### src/rtl/uart_rx_pkg.sv
// Shared types for the oversampling UART receiver: FSM states, parity sense, vote helper.
// Latency: n/a (types and pure functions only).
// Backpressure: n/a.
package uart_rx_pkg;

    typedef enum logic [2:0] {
        IDLE,
        START,
        DATA,
        PARITY,
        STOP
    } rx_state_e;

    localparam logic PAR_EVEN = 1'b0;
    localparam logic PAR_ODD  = 1'b1;

    // 2-of-3 vote across the three mid-bit samples
    function automatic logic maj3(input logic a, input logic b, input logic c);
        return (a & b) | (a & c) | (b & c);
    endfunction

endpackage

### src/rtl/uart_rx_sampler.sv
// Line synchronizer, per-bit edge counter and 3-sample majority voter.
// Latency: 2 clocks line-to-rx_s; bit decision available at edge_cnt = N/2+2.
// Backpressure: none; the serial line cannot be stalled.
module uart_rx_sampler
    import uart_rx_pkg::*;
#(
    parameter int N = 16
) (
    input  logic clk,
    input  logic rst,
    input  logic rx_line,
    input  logic cnt_en,
    output logic rx_s,
    output logic bit_val,
    output logic bit_vld,
    output logic bit_end
);

    localparam int EW = $clog2(N);
    localparam logic [EW-1:0] SMP0 = EW'(N/2 - 1);
    localparam logic [EW-1:0] SMP1 = EW'(N/2);
    localparam logic [EW-1:0] SMP2 = EW'(N/2 + 1);
    localparam logic [EW-1:0] DECIDE = EW'(N/2 + 2);
    localparam logic [EW-1:0] LAST = EW'(N - 1);

    logic          rx_m;
    logic [EW-1:0] edge_cnt;
    logic [2:0]    smp;

    // two-flop synchronizer, idles high so reset never looks like a start bit
    always_ff @(posedge clk) begin
        if (rst) begin
            rx_m <= 1'b1;
            rx_s <= 1'b1;
        end else begin
            rx_m <= rx_line;
            rx_s <= rx_m;
        end
    end

    // position within the current bit; held at 0 while the receiver is idle
    always_ff @(posedge clk) begin
        if (rst || !cnt_en) begin
            edge_cnt <= '0;
        end else if (edge_cnt == LAST) begin
            edge_cnt <= '0;
        end else begin
            edge_cnt <= edge_cnt + 1'b1;
        end
    end

    // capture three consecutive samples around the middle of the bit
    always_ff @(posedge clk) begin
        if (rst) begin
            smp <= 3'b000;
        end else if (cnt_en) begin
            if (edge_cnt == SMP0) smp[0] <= rx_s;
            if (edge_cnt == SMP1) smp[1] <= rx_s;
            if (edge_cnt == SMP2) smp[2] <= rx_s;
        end
    end

    assign bit_val = maj3(smp[0], smp[1], smp[2]);
    assign bit_vld = cnt_en && (edge_cnt == DECIDE);
    assign bit_end = cnt_en && (edge_cnt == LAST);

endmodule

### src/rtl/uart_rx.sv
// Oversampling UART receiver: start, DATA_WIDTH bits LSB-first, optional parity, one stop bit.
// Latency: DATA_VALID registered, about N/2+4 clocks after the stop bit begins on the line.
// Backpressure: none; DATA_VALID is a single-cycle pulse the consumer must take.
module uart_rx
    import uart_rx_pkg::*;
#(
    parameter int DATA_WIDTH = 8,   // at least 2
    parameter int N          = 16,  // even, at least 8
    parameter int PAR_EN     = 0,
    parameter int PAR_TYPE   = 0
) (
    input  logic                  clk,
    input  logic                  rst,
    input  logic                  RX_IN,
    output logic                  DATA_VALID,
    output logic                  parity_error,
    output logic                  stop_error,
    output logic [DATA_WIDTH-1:0] P_DATA_OUT
);

    localparam int BW = (DATA_WIDTH > 1) ? $clog2(DATA_WIDTH) : 1;
    localparam logic [BW-1:0] LAST_BIT = BW'(DATA_WIDTH - 1);
    localparam logic PAR_SENSE = (PAR_TYPE != 0) ? PAR_ODD : PAR_EVEN;

    rx_state_e             state, state_nxt;
    logic [BW-1:0]         bit_cnt;
    logic [DATA_WIDTH-1:0] shreg;
    logic                  rx_s;
    logic                  bit_val;
    logic                  bit_vld;
    logic                  bit_end;
    logic                  exp_par;

    uart_rx_sampler #(.N(N)) u_sampler (
        .clk     (clk),
        .rst     (rst),
        .rx_line (RX_IN),
        .cnt_en  (state != IDLE),
        .rx_s    (rx_s),
        .bit_val (bit_val),
        .bit_vld (bit_vld),
        .bit_end (bit_end)
    );

    assign exp_par = (^shreg) ^ PAR_SENSE;

    // state register
    always_ff @(posedge clk) begin
        if (rst) state <= IDLE;
        else     state <= state_nxt;
    end

    // next state; STOP leaves at the decision point so a back-to-back start is not missed
    always_comb begin
        state_nxt = state;
        case (state)
            IDLE:   if (!rx_s) state_nxt = START;
            START: begin
                if (bit_vld && bit_val) state_nxt = IDLE;
                else if (bit_end)       state_nxt = DATA;
            end
            DATA:   if (bit_end && (bit_cnt == LAST_BIT))
                        state_nxt = (PAR_EN != 0) ? PARITY : STOP;
            PARITY: if (bit_end) state_nxt = STOP;
            STOP:   if (bit_vld) state_nxt = IDLE;
            default: state_nxt = IDLE;
        endcase
    end

    // deserializer, frame checks and output register
    always_ff @(posedge clk) begin
        if (rst) begin
            bit_cnt      <= '0;
            shreg        <= '0;
            P_DATA_OUT   <= '0;
            DATA_VALID   <= 1'b0;
            parity_error <= 1'b0;
            stop_error   <= 1'b0;
        end else begin
            DATA_VALID <= 1'b0;
            if (state == IDLE || state == START) begin
                bit_cnt <= '0;
            end
            // a confirmed start bit opens a new frame, so stale errors go away
            if (state == START && bit_vld && !bit_val) begin
                parity_error <= 1'b0;
                stop_error   <= 1'b0;
            end
            if (state == DATA && bit_vld) begin
                shreg <= {bit_val, shreg[DATA_WIDTH-1:1]};
            end
            if (state == DATA && bit_end) begin
                bit_cnt <= (bit_cnt == LAST_BIT) ? '0 : bit_cnt + 1'b1;
            end
            if (state == PARITY && bit_vld && (bit_val != exp_par)) begin
                parity_error <= 1'b1;
            end
            if (state == STOP && bit_vld) begin
                stop_error <= !bit_val;
                if (bit_val && !parity_error) begin
                    P_DATA_OUT <= shreg;
                    DATA_VALID <= 1'b1;
                end
            end
        end
    end

endmodule

### config.mk
export PLATFORM = sky130hd
export DESIGN_NAME = uart_rx
export DESIGN_NICKNAME = d
export VERILOG_FILES = /design/src/rtl/uart_rx_pkg.sv /design/src/rtl/uart_rx_sampler.sv /design/src/rtl/uart_rx.sv
export SDC_FILE = /design/constraint.sdc
export NUM_CORES = 1
export LEC_CHECK = 0
export ABC_AREA = 1
export CAP_MARGIN = 0
export CORE_ASPECT_RATIO = 0.9
export CORE_MARGIN = 2
export CORE_UTILIZATION = 45
export CTS_CLUSTER_DIAMETER = 80
export DETAILED_ROUTE_END_ITERATION = 8
export GPL_TIMING_DRIVEN = 1
export HOLD_SLACK_MARGIN = 0.08
export PLACE_DENSITY = 0.76
export SKIP_LAST_GASP = 1
export SLEW_MARGIN = 20
export SYNTH_ARGS = -nofsm -noshare
export SYNTH_HDL_FRONTEND = slang
export SYNTH_SLANG_ARGS = --single-unit
export TNS_END_PERCENT = 20
### constraint.sdc
create_clock -name clk -period 1.85 [get_ports clk]
set_clock_uncertainty 0.2 [all_clocks]
set_input_delay 0.185 -clock clk [delete_from_list [all_inputs] [get_ports clk]]
set_output_delay 0.185 -clock clk [all_outputs]
set_load 0.01 [all_outputs]
==> impl_metrics.env, run 1 <==
export IMPL_cts_sinks=34
export IMPL_hpwl_mm=2.29
export IMPL_endpoint="P_DATA_OUT[0]"
export IMPL_final_util=0.540
export IMPL_syn_area_per_cell_um2=7.10
export IMPL_fin_area_mm2=0.00200
export IMPL_num_vias=1458
export IMPL_syn_area_mm2=0.00173
export IMPL_wirelength_mm=3.06
export IMPL_gr_total_overflow=0
export IMPL_finalCriticalPeriod_ns=1.73
export IMPL_rsz0062_at_grt="yes"
export IMPL_cts_path_max_buffers=2
export IMPL_cp_required_ns=1.81
export IMPL_drv_cap=0
export IMPL_fmax_mhz=578
export IMPL_dp_worst_setup_slack_ns=0.107
export IMPL_cts_tree="yes"
export IMPL_grt_pass1_vias=1310
export IMPL_drt_iter0_markers=67
export IMPL_grt_use_total=0.156
export IMPL_grt_pass1_wl_mm=5.38
export IMPL_finalWorstSetupSlack_ns=0.119
export IMPL_maxSlewHeadroom=0.781
export IMPL_power_density_mw_per_mm2=841
export IMPL_layout_area_overhead_vs_synth_pct=15.6
export IMPL_peakVddDrop_v=0.000491
export IMPL_worstMarginPinSlew_ns=0.327
export IMPL_core_area_mm2=0.00370
export IMPL_worstSkewPairLatency_ns=0.28
export IMPL_worstSetupEndpointType="register"
export IMPL_clock_root_buffer="clkbuf_8"
export IMPL_ff2ff_path_depth=8
export IMPL_synth_top_area_frac=0.393
export IMPL_ioPinCount=14
export IMPL_final_nets=271
export IMPL_ff2ff_setup_slack_ns=0.12
export IMPL_ys_seq_elements=34
export IMPL_io_buffers=13
export IMPL_critPathMaxFanout=17
export IMPL_ys_seq_area_frac=0.393
export IMPL_fin_tns_setup_ns=0
export IMPL_dieHeight_um=62.9
export IMPL_fin_crit_sh=0.936
export IMPL_antenna_cells=0
export IMPL_start_util=0.467
export IMPL_synth_area_top_cells="dfxtp_1 39%, nand2_1 13%, inv_1 8.7%"
export IMPL_r2r_start="u_sampler.edge_cnt[0]"
export IMPL_finalHoldViolations=0
export IMPL_grt_antenna_before_repair=0
export IMPL_startpoint="u_sampler.edge_cnt[0]"
export IMPL_dp_cells=301
export IMPL_h_tree_depth=2
export IMPL_stdcell_count=309
export IMPL_hold_class="reg2reg"
export IMPL_viasPerCell=4.72
export IMPL_ys_warnings_count=0
export IMPL_drc=0
export IMPL_placed_area_mm2=0.00191
export IMPL_critPathKind="reg2reg"
export IMPL_mappedNetlistNets=253
export IMPL_grt_max_degree=18
export IMPL_setup_viol=0
export IMPL_cts_made_buffers=5
export IMPL_ant_nets=0
export IMPL_ys_types=25
export IMPL_dr_pass1_iters=4
export IMPL_wl_per_cell_um=9.89
export IMPL_core_rowCount=21
export IMPL_drv_slew=0
export IMPL_synth_largest_area_cell="dfxtp_1"
export IMPL_dieArea_mm2=0.00436
export IMPL_chipWidth_um=69.4
export IMPL_r2r_end="P_DATA_OUT[0]"
export IMPL_arrival_ns=1.69
export IMPL_clk_pin_slew_ns=0.07
export IMPL_drive_above_1_share=0.129
export IMPL_gp_congestion=0.875
export IMPL_cts_hold_buf=0
export IMPL_status="completed"
export IMPL_startpoint_type="register"
export IMPL_synth_cells=244
export IMPL_cellLeakagePower_nw=0.916
[cells by family after synthesis]
group | Yosys count | synth area share
flops | 34 | 0.393
compound gates | 40 | 0.158
fa+ha+maj | 6 | 0.0434
simple gates | 114 | 0.288
xor+xnor | 1 | 0.00506
buf+inv | 49 | 0.113
[cells in the final DEF, fill, tap and decap left out, drive strengths merged]
cell           Yosys  layout
nand2             62      62
inv               45      45
dfxtp             34      34
nor2              33      33
a21oi             16      16
o21ai             14      14
clkdlybuf4s50      0      13
nand3             12      12
a211oi             9       9
clkbuf             2       7
ha                 6       6
nor3               2       2
or2                2       2
buf                2       2
o211ai             1       1
and2               1       1
nand3b             1       1
nand4              1       1
xor2               1       1
clkinv             0       1
[where the power goes]
group	internal, W	switching, W	total (W)
sequential	0.000770	0.0000348	0.000805
clock	0.000300	0.000262	0.000562
combinational	0.000110	0.000207	0.000317
total	0.00118	0.000504	0.00168
[synth_stat cells]
cell	number
a211oi_1	1
a211oi_2	8
a21oi_1	16
and2_4	1
buf_4	1
buf_6	1
clkbuf_1	2
dfxtp_1	34
ha_1	6
inv_1	40
inv_2	5
nand2_1	62
nand3_1	12
nand3b_4	1
nand4_1	1
nor2_1	29
nor2_2	1
nor2_4	3
nor3_1	2
o211ai_1	1
o21ai_0	10
o21ai_1	2
o21ai_2	2
or2_2	2
xor2_1	1
[layout make-up]
cell class | count | area, µm²
Timing Repair Buffer | 15 | 145
Tap cell | 46 | 57.6
Clock buffer | 7 | 86.3
Fill cell | 346 | 1700
Sequential cell | 34 | 683
Clock inverter | 1 | 5.00
Multi-Input combinational cell | 161 | 856
Inverter | 45 | 169
[metrics by stage]
| stage | power [W] | hold WS [ns] |
|---|---|---|
| 2_1_floorplan | 0.00106 | 0.0580 |
| 3_3_place_gp | 0.00113 | 0.200 |
| 3_5_place_dp | 0.00113 | 0.199 |
| 4_1_cts | 0.00170 | 0.220 |
| 5_1_grt | 0.00181 | 0.234 |
| 6_report | 0.00168 | 0.213 |
[sequential cells by signal (all words and copies together), names as in the netlist]
| register | count |
|---|---|
| u_sampler.rx_m | 1 |
| u_sampler.edge_cnt | 4 |
| bit_cnt | 3 |
| DATA_VALID | 1 |
| P_DATA_OUT | 8 |
| state | 3 |
| u_sampler.smp | 3 |
| parity_error | 1 |
| shreg | 8 |
| u_sampler.rx_s | 1 |
| stop_error | 1 |
[worst max-delay path, cell delays in order, from the launching register on]
cell and delay (ns):
dfxtp_2 0.34, inv_1 0.08, ha_1 0.16, inv_2 0.04
nor2_4 0.13, and2_4 0.18, nand3b_4 0.22, nor2_1 0.20
a211oi_2 0.05
[routing by layer]
metal  up-vias  global-route usage  wire [µm]
met5         -                   0          0
met2        17               0.248       1360
met3         5              0.0613        122
met4         0              0.0833         57
li1        793                   -          -
met1       643               0.182       1520
[what timing repair did]
item | 4_1_cts | 5_1_grt
gates resized for setup | 0 | 2
setup buffers | 0 | 0
endpoints found under the setup margin | 0 | 10
[how the worst min path moves through the flow]
stage	start	endpoint	slack, ns	cells after the start
2_1_floorplan	rst	P_DATA_OUT[0]	0.06	1
3_3_place_gp	u_sampler.rx_m	u_sampler.rx_s	0.20	1
3_5_place_dp	u_sampler.rx_m	u_sampler.rx_s	0.20	1
4_1_cts	u_sampler.rx_m	u_sampler.rx_s	0.22	1
5_1_grt	u_sampler.rx_m	u_sampler.rx_s	0.23	1
6_report	u_sampler.rx_m	u_sampler.rx_s	0.21	1
No activity file was read; power rests on OpenSTA's default activity.
==> inputs of run 2 (changes only) <==
--- a/config.mk
+++ b/config.mk
@@ -5,7 +5,6 @@
 export SDC_FILE = /design/constraint.sdc
 export NUM_CORES = 1
 export LEC_CHECK = 0
-export ABC_AREA = 1
 export CAP_MARGIN = 0
 export CORE_ASPECT_RATIO = 0.9
 export CORE_MARGIN = 2
@@ -14,7 +13,7 @@
 export DETAILED_ROUTE_END_ITERATION = 8
 export GPL_TIMING_DRIVEN = 1
 export HOLD_SLACK_MARGIN = 0.08
-export PLACE_DENSITY = 0.76
+export PLACE_DENSITY = 0.77
 export SKIP_LAST_GASP = 1
 export SLEW_MARGIN = 20
 export SYNTH_ARGS = -nofsm -noshare
==> run 2 against run 1 <==
  * Critical endpoint unchanged
  * Largest power group unchanged
  * Highest routed layer unchanged
  * Maximum frequency decreased by 2.0%
  * Synthesized cell count shrank 28%
  * Utilization is 1.3 points higher
==> impl_metrics.env, run 2 <==
export IMPL_drv_slew=0
export IMPL_ioPinCount=14
export IMPL_worstSkewPairLatency_ns=0.28
export IMPL_synthFlopType="dfxtp_1"
export IMPL_ys_seq_area_frac=0.433
export IMPL_ys_seq_elements=34
export IMPL_worstSetupEndpointType="register"
export IMPL_cts_path_max_buffers=2
export IMPL_grt_pass1_wl_mm=5.02
export IMPL_grt_use_total=0.167
export IMPL_dr_pass1_iters=4
export IMPL_fin_area_mm2=0.00186
export IMPL_wirelength_mm=2.86
export IMPL_finalHoldViolations=0
export IMPL_drv_cap=0
export IMPL_hpwl_mm=2.00
export IMPL_startpoint_type="register"
export IMPL_startpoint="u_sampler.edge_cnt[0]"
export IMPL_setup_viol=0
export IMPL_clk_pin_slew_ns=0.06
export IMPL_peakVddDrop_v=0.000502
export IMPL_synth_top_area_frac=0.433
export IMPL_fin_crit_sh=0.955
export IMPL_r2r_start="u_sampler.edge_cnt[0]"
export IMPL_grt_pass1_vias=1129
export IMPL_gr_total_overflow=0
export IMPL_stdcell_count=237
export IMPL_dp_cells=230
export IMPL_post_cts_buffers=0
export IMPL_maxSlewHeadroom=0.762
export IMPL_core_rowCount=20
export IMPL_wl_per_cell_um=12.1
export IMPL_whs_ns=0.210
export IMPL_synth_edff_count=0
export IMPL_clock_root_buffer="clkbuf_8"
export IMPL_cts_sinks=34
export IMPL_top_regs="P_DATA_OUT x8, shreg x8, u_sampler.edge_cnt x4"
export IMPL_chipWidth_um=66.3
export IMPL_dieArea_mm2=0.00398
export IMPL_hold_class="reg2reg"
export IMPL_cts_made_buffers=5
export IMPL_drive_above_1_share=0.104
export IMPL_finalCriticalPeriod_ns=1.77
export IMPL_layout_area_overhead_vs_synth_pct=18.1
export IMPL_critPathKind="reg2reg"
export IMPL_h_tree_depth=2
export IMPL_path_cells="inv_1 > ha_1 > and4bb_2 > nand3_4 > mux2i_1 > nor2_1"
export IMPL_viasPerCell=5.21
export IMPL_synth_area_top_cells="dfxtp_1 43%, mux2i_1 7.0%, nand3_1 5.4%"
export IMPL_cts_resized=0
export IMPL_core_area_mm2=0.00335
export IMPL_final_common_cell="dfxtp_1"
export IMPL_start_util=0.469
export IMPL_status="completed"
export IMPL_placed_area_mm2=0.00178
export IMPL_antenna_cells=0
export IMPL_syn_area_mm2=0.00157
export IMPL_num_vias=1235
export IMPL_syn_area_per_cell_um2=8.93
export IMPL_ys_types=35
export IMPL_mappedNetlistNets=185
export IMPL_io_buffers=13
export IMPL_ys_warnings_count=0
export IMPL_arrival_ns=1.74
export IMPL_synth_cells=176
export IMPL_max_stage_delay_ns=0.40
export IMPL_cts_hold_buf=0
export IMPL_synth_common_cells="34 x dfxtp_1, 19 x nor2_1, 17 x nand3_1, 14 x a21oi_1, 14 x nand2_1"
export IMPL_drc=0
export IMPL_slowest_stage="dfxtp_1"
export IMPL_cts_tree="yes"
export IMPL_critPathMaxFanout=8
export IMPL_final_nets=202
export IMPL_worstMarginPinSlew_ns=0.356
export IMPL_dieHeight_um=60.1
export IMPL_final_util=0.553
export IMPL_cp_required_ns=1.82
export IMPL_synthArstFlopShare=0
export IMPL_grt_antenna_before_repair=0
export IMPL_gp_congestion=0.826
export IMPL_ant_nets=0
export IMPL_grt_max_degree=33
export IMPL_fill_cells=330
export IMPL_layout_common_cells="34 x dfxtp_1, 19 x nor2_1, 17 x nand3_1"
export IMPL_synth_largest_area_cell="dfxtp_1"
export IMPL_hold_start="u_sampler.rx_m"
export IMPL_cellLeakagePower_nw=0.739
export IMPL_fmax_mhz=566
export IMPL_power_density_mw_per_mm2=708
export IMPL_rsz0062_at_grt="yes"
export IMPL_synth_most_common_cell="dfxtp_1"
export IMPL_drt_iter0_markers=49
==> run 2: cell count changes in the layout (fill, tap and decap cells not counted), moves of 4 or more <==
| cell | previous run | this run |
|---|---|---|
| a211oi_2 | 8 | 0 |
| buf_4 | 2 | 6 |
| inv_1 | 40 | 6 |
| inv_2 | 5 | 0 |
| mux2i_1 | 0 | 11 |
| nand2_1 | 62 | 13 |
| nand3_1 | 12 | 17 |
| nor2_1 | 29 | 19 |
| nor3_1 | 2 | 7 |
| o21ai_0 | 10 | 2 |
| xnor2_1 | 0 | 6 |
==> run 2: worst paths after layout <==
kind / slack [ns] / end / cells after the start
hold / removal: 0.21 / u_sampler.rx_s / 1
hold reg to reg: 0.21 / u_sampler.rx_s / 1
setup reg to reg: 0.08 / P_DATA_OUT[0] / 6
setup / recovery: 0.08 / P_DATA_OUT[0] / 6
==> run 2: cells by family (layout without fill, tap and decap cells) <==
group                    count (synthesis)  in the layout  share of synthesized area
AND/OR/NAND/NOR                         77             77                      0.252
flip-flops                              34             34                      0.433
buffers and inverters                   16             33                     0.0430
adder cells (fa/ha/maj)                  7              7                     0.0565
AO/OA/AOI/OAI                           22             22                     0.0820
XOR/XNOR                                 9              9                     0.0637
multiplexers                            11             11                     0.0701
==> run 2: per-layer routing <==
metal | track usage | vias to the layer above | share of wire
met1 | 0.236 | 563 | 0.52
met2 | 0.233 | 28 | 0.42
li1 | - | 642 | -
met4 | 0.0583 | 0 | 0.0042
met3 | 0.0659 | 2 | 0.056
met5 | 0 | - | 0
==> run 2: worst max-delay path: cells and delay by family (launching register included) <==
family	cells	cell delay, ns
adders and majority gates	1	0.22
buffers and inverters	1	0.09
DFF	1	0.40
and+or+nand+nor	3	0.51
muxes	1	0.23
==> run 2: final cells by class <==
| type | instances | area [µm²] | share of cell area |
|---|---|---|---|
| inverter | 6 | 22.5 | 0.0121 |
| tap | 44 | 55.1 | 0.0297 |
| clock buffer | 7 | 76.3 | 0.0411 |
| timing repair buffer | 20 | 195 | 0.105 |
| multi-input combinational | 126 | 826 | 0.445 |
| sequential | 34 | 681 | 0.367 |
==> run 2: through the flow <==
step / setup TNS, ns / total power [W] / setup slack, ns
after floorplan: 0 / 0.000810 / 0.240
after global placement: 0 / 0.000835 / 0.156
after detailed placement: 0 / 0.000835 / 0.0954
after CTS: 0 / 0.00133 / 0.0842
after global routing: -0.0368 / 0.00137 / -0.0190
final: 0 / 0.00131 / 0.0831
==> run 2: where the power goes <==
part / total [W] / internal (W) / switching [W]
Sequential: 0.000752 / 0.000740 / 0.0000120
Combinational: 0.0000674 / 0.0000299 / 0.0000375
Clock: 0.000495 / 0.000258 / 0.000236
